--- src/rtl/arp_wavetable_ctrl_if.sv ---
// Control bus of the wavetable sequencer: arpeggiator button and pitch switches in,
// BRAM read address, sample strobe and note/mode status out.
interface arp_wavetable_ctrl_if #(
    parameter int unsigned ADDR_W = 8
);
    logic              arp_toggle;
    logic [7:0]        sw;
    logic [ADDR_W-1:0] addra;
    logic              sample_stb;
    logic [1:0]        note_idx;
    logic              arp_on;

    modport master (
        output arp_toggle,
        output sw,
        input  addra,
        input  sample_stb,
        input  note_idx,
        input  arp_on
    );

    modport slave (
        input  arp_toggle,
        input  sw,
        output addra,
        output sample_stb,
        output note_idx,
        output arp_on
    );
endinterface

--- src/rtl/arp_wavetable_ctrl.sv ---
// Wavetable address sequencer with optional arpeggiator (root/M3/P5/octave chord notes).
// Define ARP_UPDOWN_EN for a ping-pong arpeggio instead of an ascending wrap.
module arp_wavetable_ctrl #(
    parameter int unsigned ADDR_W      = 8,
    parameter int unsigned BASE_OFFSET = 261,
    parameter int unsigned NOTE_HOLD   = 50_000_000,
    parameter int unsigned DIV_W       = 13
) (
    input logic                  CLK100MHZ,
    input logic                  RST,
    arp_wavetable_ctrl_if.slave  bus
);

    localparam int unsigned HoldW = $clog2(NOTE_HOLD);

    typedef enum logic [0:0] {StRoot, StArp} mode_e;

    mode_e              mode_q, mode_d;
    logic [1:0]         note_q, note_d;
    logic [HoldW-1:0]   hold_q, hold_d;
    logic [DIV_W-1:0]   div_q, div_d;
    logic [DIV_W-1:0]   period_q, period_d;
    logic [ADDR_W-1:0]  addr_q, addr_d;
    logic               stb_q, stb_d;
`ifdef ARP_UPDOWN_EN
    logic               dir_down_q, dir_down_d;
`endif

    logic [10:0]        base_p;
    logic [8:0]         k_mult;
    logic [18:0]        prod;
    logic [DIV_W-1:0]   period_next;
    logic               wrap;
    logic               hold_tc;

    // Chord ratios in Q8: 1, 4/5, 2/3, 1/2 of the period (frequency up by 5/4, 3/2, 2).
    always_comb begin
        unique case (note_q)
            2'd0:    k_mult = 9'd256;
            2'd1:    k_mult = 9'd205;
            2'd2:    k_mult = 9'd171;
            default: k_mult = 9'd128;
        endcase
    end

    assign base_p      = 11'((BASE_OFFSET + 32'(bus.sw)) << 1);
    assign prod        = 19'(base_p) * 19'(k_mult);
    assign period_next = DIV_W'(prod >> 8);
    assign wrap        = (div_q == period_q - DIV_W'(1));
    assign hold_tc     = (hold_q == HoldW'(NOTE_HOLD - 1));

    always_comb begin
        div_d    = wrap ? '0 : div_q + DIV_W'(1);
        addr_d   = wrap ? addr_q + ADDR_W'(1) : addr_q;
        // Latching only at wrap keeps the step in progress at its original length.
        period_d = wrap ? period_next : period_q;
        stb_d    = wrap;

        mode_d   = mode_q;
        note_d   = note_q;
        hold_d   = '0;
`ifdef ARP_UPDOWN_EN
        dir_down_d = dir_down_q;
`endif

        unique case (mode_q)
            StRoot: begin
                note_d = 2'd0;
                if (bus.arp_toggle) begin
                    mode_d = StArp;
`ifdef ARP_UPDOWN_EN
                    dir_down_d = 1'b0;
`endif
                end
            end
            StArp: begin
                if (bus.arp_toggle) begin
                    mode_d = StRoot;
                    note_d = 2'd0;
`ifdef ARP_UPDOWN_EN
                    dir_down_d = 1'b0;
`endif
                end else if (hold_tc) begin
`ifdef ARP_UPDOWN_EN
                    if (!dir_down_q) begin
                        if (note_q == 2'd3) begin
                            note_d     = 2'd2;
                            dir_down_d = 1'b1;
                        end else begin
                            note_d = note_q + 2'd1;
                        end
                    end else begin
                        if (note_q == 2'd0) begin
                            note_d     = 2'd1;
                            dir_down_d = 1'b0;
                        end else begin
                            note_d = note_q - 2'd1;
                        end
                    end
`else
                    note_d = note_q + 2'd1;
`endif
                end else begin
                    hold_d = hold_q + HoldW'(1);
                end
            end
            default: mode_d = StRoot;
        endcase
    end

    always_ff @(posedge CLK100MHZ) begin
        if (RST) begin
            mode_q     <= StRoot;
            note_q     <= 2'd0;
            hold_q     <= '0;
            div_q      <= '0;
            period_q   <= DIV_W'(2 * BASE_OFFSET);
            addr_q     <= '0;
            stb_q      <= 1'b0;
`ifdef ARP_UPDOWN_EN
            dir_down_q <= 1'b0;
`endif
        end else begin
            mode_q     <= mode_d;
            note_q     <= note_d;
            hold_q     <= hold_d;
            div_q      <= div_d;
            period_q   <= period_d;
            addr_q     <= addr_d;
            stb_q      <= stb_d;
`ifdef ARP_UPDOWN_EN
            dir_down_q <= dir_down_d;
`endif
        end
    end

    assign bus.addra      = addr_q;
    assign bus.sample_stb = stb_q;
    assign bus.note_idx   = note_q;
    assign bus.arp_on     = (mode_q == StArp);

endmodule

--- src/flat_wrapper.sv ---
// flat-port wrapper written by rule: the top's interface ports become plain ports
module arp_wavetable_ctrl_flat 
#(
    parameter int unsigned ADDR_W      = 8,
    parameter int unsigned BASE_OFFSET = 261,
    parameter int unsigned NOTE_HOLD   = 50_000_000,
    parameter int unsigned DIV_W       = 13
)
  (CLK100MHZ, RST, bus_arp_toggle, bus_sw, bus_addra, bus_sample_stb, bus_note_idx, bus_arp_on);
  arp_wavetable_ctrl_if #(.ADDR_W(ADDR_W)) bus_i ();
  input logic CLK100MHZ;
  input logic RST;
  input wire logic [$bits(bus_i.arp_toggle)-1:0] bus_arp_toggle;
  input wire logic [$bits(bus_i.sw)-1:0] bus_sw;
  output wire logic [$bits(bus_i.addra)-1:0] bus_addra;
  output wire logic [$bits(bus_i.sample_stb)-1:0] bus_sample_stb;
  output wire logic [$bits(bus_i.note_idx)-1:0] bus_note_idx;
  output wire logic [$bits(bus_i.arp_on)-1:0] bus_arp_on;
  assign bus_i.arp_toggle = bus_arp_toggle;
  assign bus_i.sw = bus_sw;
  assign bus_addra = bus_i.addra;
  assign bus_sample_stb = bus_i.sample_stb;
  assign bus_note_idx = bus_i.note_idx;
  assign bus_arp_on = bus_i.arp_on;
  arp_wavetable_ctrl #(.ADDR_W(ADDR_W), .BASE_OFFSET(BASE_OFFSET), .NOTE_HOLD(NOTE_HOLD), .DIV_W(DIV_W)) u_core (.CLK100MHZ(CLK100MHZ), .RST(RST), .bus(bus_i));
endmodule
--- config.mk ---
export PLATFORM = sky130hd
export DESIGN_NAME = arp_wavetable_ctrl_flat
export DESIGN_NICKNAME = d
export VERILOG_FILES = /design/src/rtl/arp_wavetable_ctrl_if.sv /design/src/rtl/arp_wavetable_ctrl.sv /design/src/flat_wrapper.sv
export SDC_FILE = /design/constraint.sdc
export NUM_CORES = 1
export LEC_CHECK = 0
export ABC_CLOCK_PERIOD_IN_PS = 13510
export CORE_AREA = 8 8 115 117
export DETAILED_ROUTE_END_ITERATION = 10
export DIE_AREA = 0 0 123 125
export GPL_ROUTABILITY_DRIVEN = 0
export PLACE_DENSITY = 0.66
export SLEW_MARGIN = 10
export SYNTH_ARGS = -nofsm -noshare
export SYNTH_HDL_FRONTEND = slang
export SYNTH_SLANG_ARGS = --single-unit
--- constraint.sdc ---
create_clock -name CLK100MHZ -period 13.51 [get_ports CLK100MHZ]
set_input_delay 3.3775 -clock CLK100MHZ [delete_from_list [all_inputs] [get_ports CLK100MHZ]]
set_output_delay 3.3775 -clock CLK100MHZ [all_outputs]
set_load 0.1 [all_outputs]
# Word level (Yosys, flattened, before mapping)

Index checks and enable logic that the tools add are counted.

$add $sub $neg: 6
Mux-type cells: 7
Equal/unequal tests: 5
$mul: 1
Reduce and logical (&&, ||, !) cells: 3
Bitwise gates (word level): 1

Operators with widths:

| operator                                                             | number |
|---|---|
| 9-bit one-hot mux with 3 select lines                                | 1 |
| 26-bit by 1-bit adder with 26-bit output, second input constant      | 1 |
| 26-bit == test, second input constant                                | 1 |
| 10-bit by 9-bit multiplier with 18-bit output                        | 1 |
| 13-bit by 1-bit adder with 13-bit output, second input constant      | 1 |
| 13-bit == test                                                       | 1 |
| 11-bit by 1-bit subtractor with 12-bit output, second input constant | 1 |
| 9-bit by 8-bit adder with 10-bit output, first input constant        | 1 |
| 8-bit by 1-bit adder with 8-bit output, second input constant        | 1 |
| 2-bit 2-to-1 mux                                                     | 2 |
| 2-bit one-hot mux with 2 select lines                                | 1 |
| 4-bit OR reduction                                                   | 1 |
| 3-bit inequality test, second input constant                         | 1 |
| 2-bit by 1-bit adder with 2-bit output, second input constant        | 1 |
| 2-bit by 1-bit == test with 1-bit output, second input constant      | 1 |
| 2-bit == test, second input constant                                 | 1 |
| 2-bit logical NOT                                                    | 1 |
| 1-bit 2-to-1 mux                                                     | 2 |
| 1-bit one-hot mux with 2 select lines                                | 1 |
| 2-bit OR reduction                                                   | 1 |
| 1-bit NOT                                                            | 1 |

Register bits after elaboration: 62
Output and inout bits: 12
Input port bits: 11
Logic and storage cells: 30

# Depth between registers and ports, before layout

Gate-level depths: netlist of the first run.

Depth in word-level cells: 4
Gate-level depth with buffers: 21
Gate-level depth less buffers: 21

# Worst setup path before layout of the first run

No wires, ideal clock.

Path type: input-to-reg
Start: input bus_sw[1]
End: register u_core.period_q[6]
Data required time: 13.439 ns
Path buffers: 0
Slack: 5.073 ns
Stages: 20
Data arrival time: 8.366 ns
Cells stage by stage: a21oi_1 nor2_1 and3_1 xor2_1 nand2_1 fa_1 inv_1 fa_1 inv_1 fa_1 fa_1 inv_1 ha_1 nor4_1 o21ai_0 a311oi_1 nor3b_1 o21a_1 or4b_1 a21oi_1

Cells in the longest elaborated chain, start to end: 2

RTL lines:

| what                                          | line                      | text |
|---|---|---|
| from (decl)                                   | flat_wrapper.sv:14        | `input wire logic [$bits(bus_i.sw)-1:0] bus_sw;` |
| 9-bit by 8-bit adder with 10-bit output       | arp_wavetable_ctrl.sv:46  | `assign base_p = 11'((BASE_OFFSET + 32'(bus.sw)) << 1);` |
| 10-bit by 9-bit multiplier with 18-bit output | arp_wavetable_ctrl.sv:47  | `assign prod = 19'(base_p) * 19'(k_mult);` |
| to (signal assigned)                          | arp_wavetable_ctrl.sv:117 | `period_q <= DIV_W'(2 * BASE_OFFSET);` |
| to (signal assigned)                          | arp_wavetable_ctrl.sv:128 | `period_q <= period_d;` |
| to (decl)                                     | arp_wavetable_ctrl.sv:22  | `logic [DIV_W-1:0] period_q, period_d;` |

Every way passes these cells.
A chain may end at the register's enable or synchronous reset.

# Worst setup path after layout of the first run

Start: input bus_sw[0]
End: register u_core.period_q[6]

The elaborated chain is that of the path after synthesis.

==> results.tsv, run 1 <==
metric	value	unit
n_fill_cell	1101	
rsz0062_at_grt	no	
synthArstFlopShare	0	%
core_area	11600	sq um
path_max_fanout	8	
route.detailed.wl_per_inst	13.2	microns
synth_xor_area_share	11.9	%
crit_required	13.77	ns
mostFrequentLayoutCells	inv_1, nor2_1, dfxtp_1, ha_1, nand2_1	
fin_nets	774	
cts.clk_slew.worst_paths	0.05	ns
drcViolationCount	0	
synth_top_family_by_area	adder cells	
clock_latency	0.34	ns
synth_mux_area_share	2.45	%
finalCritPeriodShare	68.5	%
fin_tns_setup	0	ns
drt_iter0_markers	156	
hold_path_class	register to register	
syn_avg_cell_area	8.61	sq um
finalHoldViolations	0	
ys_ff_latch	62	
area_growth	11.9	%
track_usage	14.8	%
die_y	125	microns
cts_buffers	9	
cts_max_path_buffers	2	
cts_tree	built	
cts_htree_levels	3	
p_total	477	uW
synth.largest_area_cell	dfxtp_1	
grt_pass1_wl	18.9	mm
ys_types	57	
grt_pass1_vias	4186	
cp.arrival	9.52	ns
vias	4194	
max-cap-violations	0	
synth_seq_area_share	22.1	%
cts_setup_buffers	0	
total_leakage_power	0.00276	uW
yosys.area_share.simple	23.7	%
startpoint_type	input pin	
ir_worst_vdd	0.0603	mV
drive_above_1_share	6.08	%
cts.sinks	62	
fp.dieW	123	microns
cts_root_buffer	clkbuf_16	
rrSetupSlack	7.81	ns
ios	23	
powerDensity	76.0	nW/um^2
seqCellArea	1240	sq um
yosysTopAreaCellShare	22.1	%
yosysWarnings	0	
fmax	108	MHz
fin_skew	0.00735	ns
initial_core_util	48.3	%
yosys-top-cells-area	dfxtp_1, fa_1, ha_1, xnor2_1, inv_1	
ant_nets	0	
setup_viol	0	
crit_type	input pin to register	
cp-end-kind	register	
drv_slew	0	
drt_first_pass_iters	4	
cts_hold_buf	0	
syn_area	5610	sq um
synth-compound-area-share	5.78	%
synthFlopType	dfxtp_1	
dp_hpwl	8.88	mm
relSlewSlack	34.8	%
netlist_instances	651	
multi_input_area	3950	sq um
worst_pin_slew	0.975	ns
period_minus_slack	9.26	ns
status	complete, no violations	
synth_edf_count	0	
row_count	40	
port_buffers	22	
antenna_cells	0	
antenna_found_initial	0	
grt_max_degree	27	
dieArea	15400	sq um
drt-total-wl	10.8	mm
final_common_cell	inv_1	
avgViaCountPerCell	5.11	
cts_resized	0	
syn_nets	756	
synthAdderAreaFrac	26.6	%
gr-total-overflow	0	
[cell type report]
type	instances	area share (%)
timing repair buffer	24	3.75
clock inverter	6	1.50
sequential	62	19.8
clock buffer	10	3.81
multi-input combinational	483	62.9
inverter	89	5.33
tap	147	2.93
[per-stage QoR]
stage | area, sq um | setup slack [ns] | utilization [%] | std cells | hold slack [ns]
after global routing | 6270 | 3.78 | 54.0 | 821 | 0.531
after floorplan | 5610 | 5.07 | - | 651 | 0.430
final | 6270 | 4.25 | 54.0 | 821 | 0.478
after CTS | 6270 | 4.24 | 54.0 | 821 | 0.489
after detailed placement | 5940 | 3.90 | 51.2 | 805 | 0.477
after global placement | 5940 | 4.10 | 51.2 | 805 | 0.446
[critical path, cell delays in order]
cell	delay [ns]
clkdlybuf4s50_1	0.53
a21oi_1	0.36
nor2_1	0.12
and3_1	0.20
xor2_1	0.34
nand2_1	0.18
fa_1	0.51
inv_1	0.05
fa_1	0.50
inv_1	0.05
fa_1	0.46
fa_1	0.54
inv_1	0.04
ha_1	0.22
nor4_1	0.26
o21ai_0	0.19
a311oi_1	0.57
nor3b_1	0.14
o21a_1	0.21
or4b_1	0.50
a21oi_1	0.15
[Yosys cell counts, drive strengths merged (3+ instances only)]
| library cell | n |
|---|---|
| nand4b | 3 |
| o21bai | 3 |
| o21ai | 7 |
| and3 | 16 |
| nand4 | 8 |
| mux2 | 5 |
| clkbuf | 9 |
| a31o | 5 |
| inv | 89 |
| dfxtp | 62 |
| nand2b | 9 |
| nor2 | 74 |
| nor3b | 4 |
| fa | 42 |
| a21oi | 12 |
| or3 | 4 |
| nor3 | 18 |
| nor2b | 20 |
| or4b | 3 |
| nor4 | 3 |
| nand2 | 47 |
| and2 | 11 |
| nand3 | 25 |
| xnor2 | 43 |
| or2 | 7 |
| xor2 | 33 |
| buf | 8 |
| ha | 52 |
| mux2i | 7 |
[path summary, 6_finish.rpt]
kind,start,end,cells after the start
worst max-delay path,bus_sw[0],u_core.period_q[6],21
worst max register to register,u_core.bus.note_idx[0],u_core.period_q[6],18
worst min-delay path,u_core.hold_q[0],u_core.hold_q[0],1
worst min register to register,u_core.hold_q[0],u_core.hold_q[0],1
[flip-flops by register name (all words and copies together) (netlist names)]
register               flops
u_core.bus.note_idx        2
u_core.bus.addra           8
u_core.hold_q             26
u_core.div_q              13
u_core.period_q           11
u_core.bus.sample_stb      1
u_core.bus.arp_on          1
[cell families (layout without fill, tap and decap cells)]
logic type      count (synthesis)  in the layout
flops                          62             62
buf+inv                       106            129
fa+ha+maj                      94             94
compound gates                 45             45
xor+xnor                       76             76
mux                            12             12
simple gates                  256            256
[power breakdown]
part / total, uW / switching [uW] / internal (uW)
Combinational: 38.8 / 23.3 / 15.5
Sequential: 186 / 1.55 / 184
Clock: 253 / 85.0 / 168
Total: 477 / 110 / 367
[routing by layer]
layer	track usage, %	part of all wire, %	vias up	wire [microns]
li1	-	-	2139	-
met1	18.8	48	2006	5220
met2	24.4	48	35	5230
met3	2.75	1.8	14	197
met4	5.53	1.5	0	165
met5	0	0	-	0
Note: power is estimated with default switching activity, not from simulation.
==> run 2: changes to the inputs <==
ABC_CLOCK_PERIOD_IN_PS = 9340   (was 13510)
clock period = 9.34 ns   (was 13.51 ns; I/O delays follow)
==> run 2 against run 1 <==
Total power increased by 37%; cell count unchanged; sequential share of layout area increased by 0.11 points; global-route usage increased by 0.055 points; clock power increased by 30%; core utilization decreased by 0.30 points; critical endpoint unchanged; largest cell class unchanged; highest routed layer unchanged.
==> results.tsv, run 2 (synthesis gave the netlist of run 1 again) <==
metric	value	unit	change
timing.rr.start	u_core.bus.note_idx[1]		
cp_slowest_cell	a311oi_1		
route.detailed.wl_per_inst	13.1	microns	-0.44%
antenna_found_initial	0		unchanged
rrSetupSlack	3.57	ns	-4.24 ns
grt_pass1_vias	4220		+0.81%
cts_setup_buffers	0		unchanged
regMostFlops	u_core.hold_q		
fin_nets	774		unchanged
core_area	11600	sq um	unchanged
largest_reg_flops	26		unchanged
finalHoldViolations	0		unchanged
min-delay-start	u_core.hold_q[0]		
drv_slew	0		unchanged
top_regs	u_core.hold_q: 26 flops, u_core.div_q: 13 flops, u_core.period_q: 11 flops		
max-cap-violations	0		unchanged
fin_tns_setup	0	ns	unchanged
period_minus_slack	8.32	ns	
area_growth	11.2	%	
relSlewSlack	34.7	%	-0.12 points
clock_latency	0.33	ns	about the same
gr-total-overflow	0		unchanged
status	complete, no violations		
vias	4199		+0.12%
fp.dieW	123	microns	unchanged
cp.arrival	8.58	ns	-0.94 ns
cts_resized	0		unchanged
initial_core_util	48.3	%	unchanged
grt_max_degree	27		unchanged
final_common_cell	inv_1		
port_buffers	22		unchanged
cts_max_path_buffers	2		unchanged
cts_buffers	9		unchanged
finish.utilization	53.7	%	-0.30 points
avgViaCountPerCell	5.11		+0.12%
rsz0062_at_grt	no		
r2r-end	u_core.period_q[6]		
drt_first_pass_iters	4		unchanged
place_inst	805		unchanged
startpoint_type	input pin		
fmax	120	MHz	
dieArea	15400	sq um	unchanged
drcViolationCount	0		unchanged
dp_hpwl	8.83	mm	-0.51%
die_y	125	microns	unchanged
cts_tree	built		
hold_path_class	register to register		
drt_iter0_markers	137		-12%
cpPeakStageDelay	0.56	ns	about the same
path_max_fanout	8		unchanged
setup_viol	0		unchanged
worst_pin_slew	0.977	ns	+0.00173 ns
ant_nets	0		unchanged
drt-total-wl	10.8	mm	-0.44%
powerDensity	105	nW/um^2	+38%
cts.clk_slew.worst_paths	0.05	ns	about the same
crit_required	9.60	ns	-4.17 ns
total_leakage_power	0.00275	uW	-0.62%
crit_type	input pin to register		
cts_htree_levels	3		unchanged
fin_skew	0.00483	ns	-0.00252 ns
ir_worst_vdd	0.0885	mV	+47%
drive_above_1_share	6.08	%	unchanged
n_fill_cell	1100		-0.091%
cp-end-kind	register		
hold_end	u_core.hold_q[0]		
antenna_cells	0		unchanged
ios	23		unchanged
hold_depth	1		unchanged
grt_pass1_wl	18.9	mm	+0.37%
row_count	40		unchanged
final_cells	821		unchanged
cp_cell_sequence	clkdlybuf4s50_1, a21oi_1, nor2_1, and3_1, xor2_1, nand2_1, fa_1, inv_1, fa_1, inv_1, fa_1, fa_1, inv_1, ha_1, nor4_1, o21ai_0, a311oi_1, nor3b_1, o21a_1, or4b_1, a21oi_1		
finalCritPeriodShare	89.1	%	
cpMostUsedCell	fa_1		
cts_hold_buf	0		unchanged
cts.sinks	62		unchanged
mostFrequentLayoutCells	inv_1, nor2_1, dfxtp_1, ha_1, nand2_1		
r2r_cells	18		unchanged
track_usage	14.9	%	+0.055 points
cts_root_buffer	clkbuf_16		
run 2: cell count changes in the layout (fill, tap and decap cells not counted):
| cell | before | now |
|---|---|---|
| bufinv_16 | 2 | 1 |
| clkbuf_8 | 1 | 0 |
| clkinv_2 | 0 | 2 |
| clkinv_4 | 2 | 0 |
| clkinvlp_4 | 1 | 2 |
| inv_6 | 1 | 2 |
run 2: worst max path at each step:
stage	startpoint	end
2_1_floorplan	bus_sw[1]	u_core.period_q[6]
3_3_place_gp	bus_sw[0]	u_core.period_q[6]
3_5_place_dp	bus_sw[0]	u_core.period_q[6]
4_1_cts	bus_sw[0]	u_core.period_q[6]
5_1_grt	bus_sw[0]	u_core.period_q[6]
6_report	bus_sw[0]	u_core.period_q[6]
run 2: power breakdown:
| part | internal (uW) | switching, uW | leakage, uW | total [uW] |
|---|---|---|---|---|
| Clock | 207 | 122 | 0.000142 | 329 |
| Combinational | 22.5 | 33.7 | 0.00210 | 56.2 |
| Sequential | 266 | 2.19 | 0.000500 | 269 |
run 2: layout make-up:
type | count | area, sq um | area share, %
Sequential cell | 62 | 1240 | 19.9
Inverter | 89 | 334 | 5.35
Multi-Input combinational cell | 483 | 3950 | 63.3
Timing Repair Buffer | 24 | 235 | 3.77
Clock inverter | 7 | 72.6 | 1.16
Clock buffer | 9 | 225 | 3.61
Tap cell | 147 | 184 | 2.95
run 2: layer usage:
metal | vias up | share of wire, % | GRT usage (%)
li1 | 2137 | - | -
met1 | 2015 | 47 | 19.0
met2 | 42 | 49 | 24.7
met3 | 5 | 2.5 | 2.52
met4 | 0 | 0.83 | 5.03
met5 | - | 0 | 0
run 2: critical path, delay by kind of cell:
kind                     cells  cell delay [ns]
AO/OA/AOI/OAI                5             1.51
XOR/XNOR                     1             0.35
adder cells (fa/ha/maj)      5             2.23
buffers and inverters        4             0.68
AND/OR/NAND/NOR              6             1.45
run 2: through the flow:
| stage | power [uW] | area (sq um) | setup slack (ns) | hold slack [ns] |
|---|---|---|---|---|
| final | 654 | 6240 | 1.02 | 0.481 |
| after global routing | 683 | 6240 | 0.565 | 0.516 |
| after CTS | 662 | 6240 | 1.08 | 0.493 |
| after detailed placement | 331 | 5940 | 0.729 | 0.478 |
| after global placement | 330 | 5940 | 0.977 | 0.446 |
| after floorplan | 315 | 5610 | 1.95 | 0.430 |
==> run 3: changes to the inputs <==
==> constraint.sdc (replaced) <==
create_clock -name CLK100MHZ -period 9.34 [get_ports CLK100MHZ]
set_input_delay 2.335 -clock CLK100MHZ [delete_from_list [all_inputs] [get_ports CLK100MHZ]]
set_output_delay 2.335 -clock CLK100MHZ [all_outputs]
set_load 0.05 [all_outputs]
==> results of run 3 <==
The final DEF is identical to that of run 2. Status: complete, no violations.
Among the figures that moved: total power 654 uW -> 652 uW
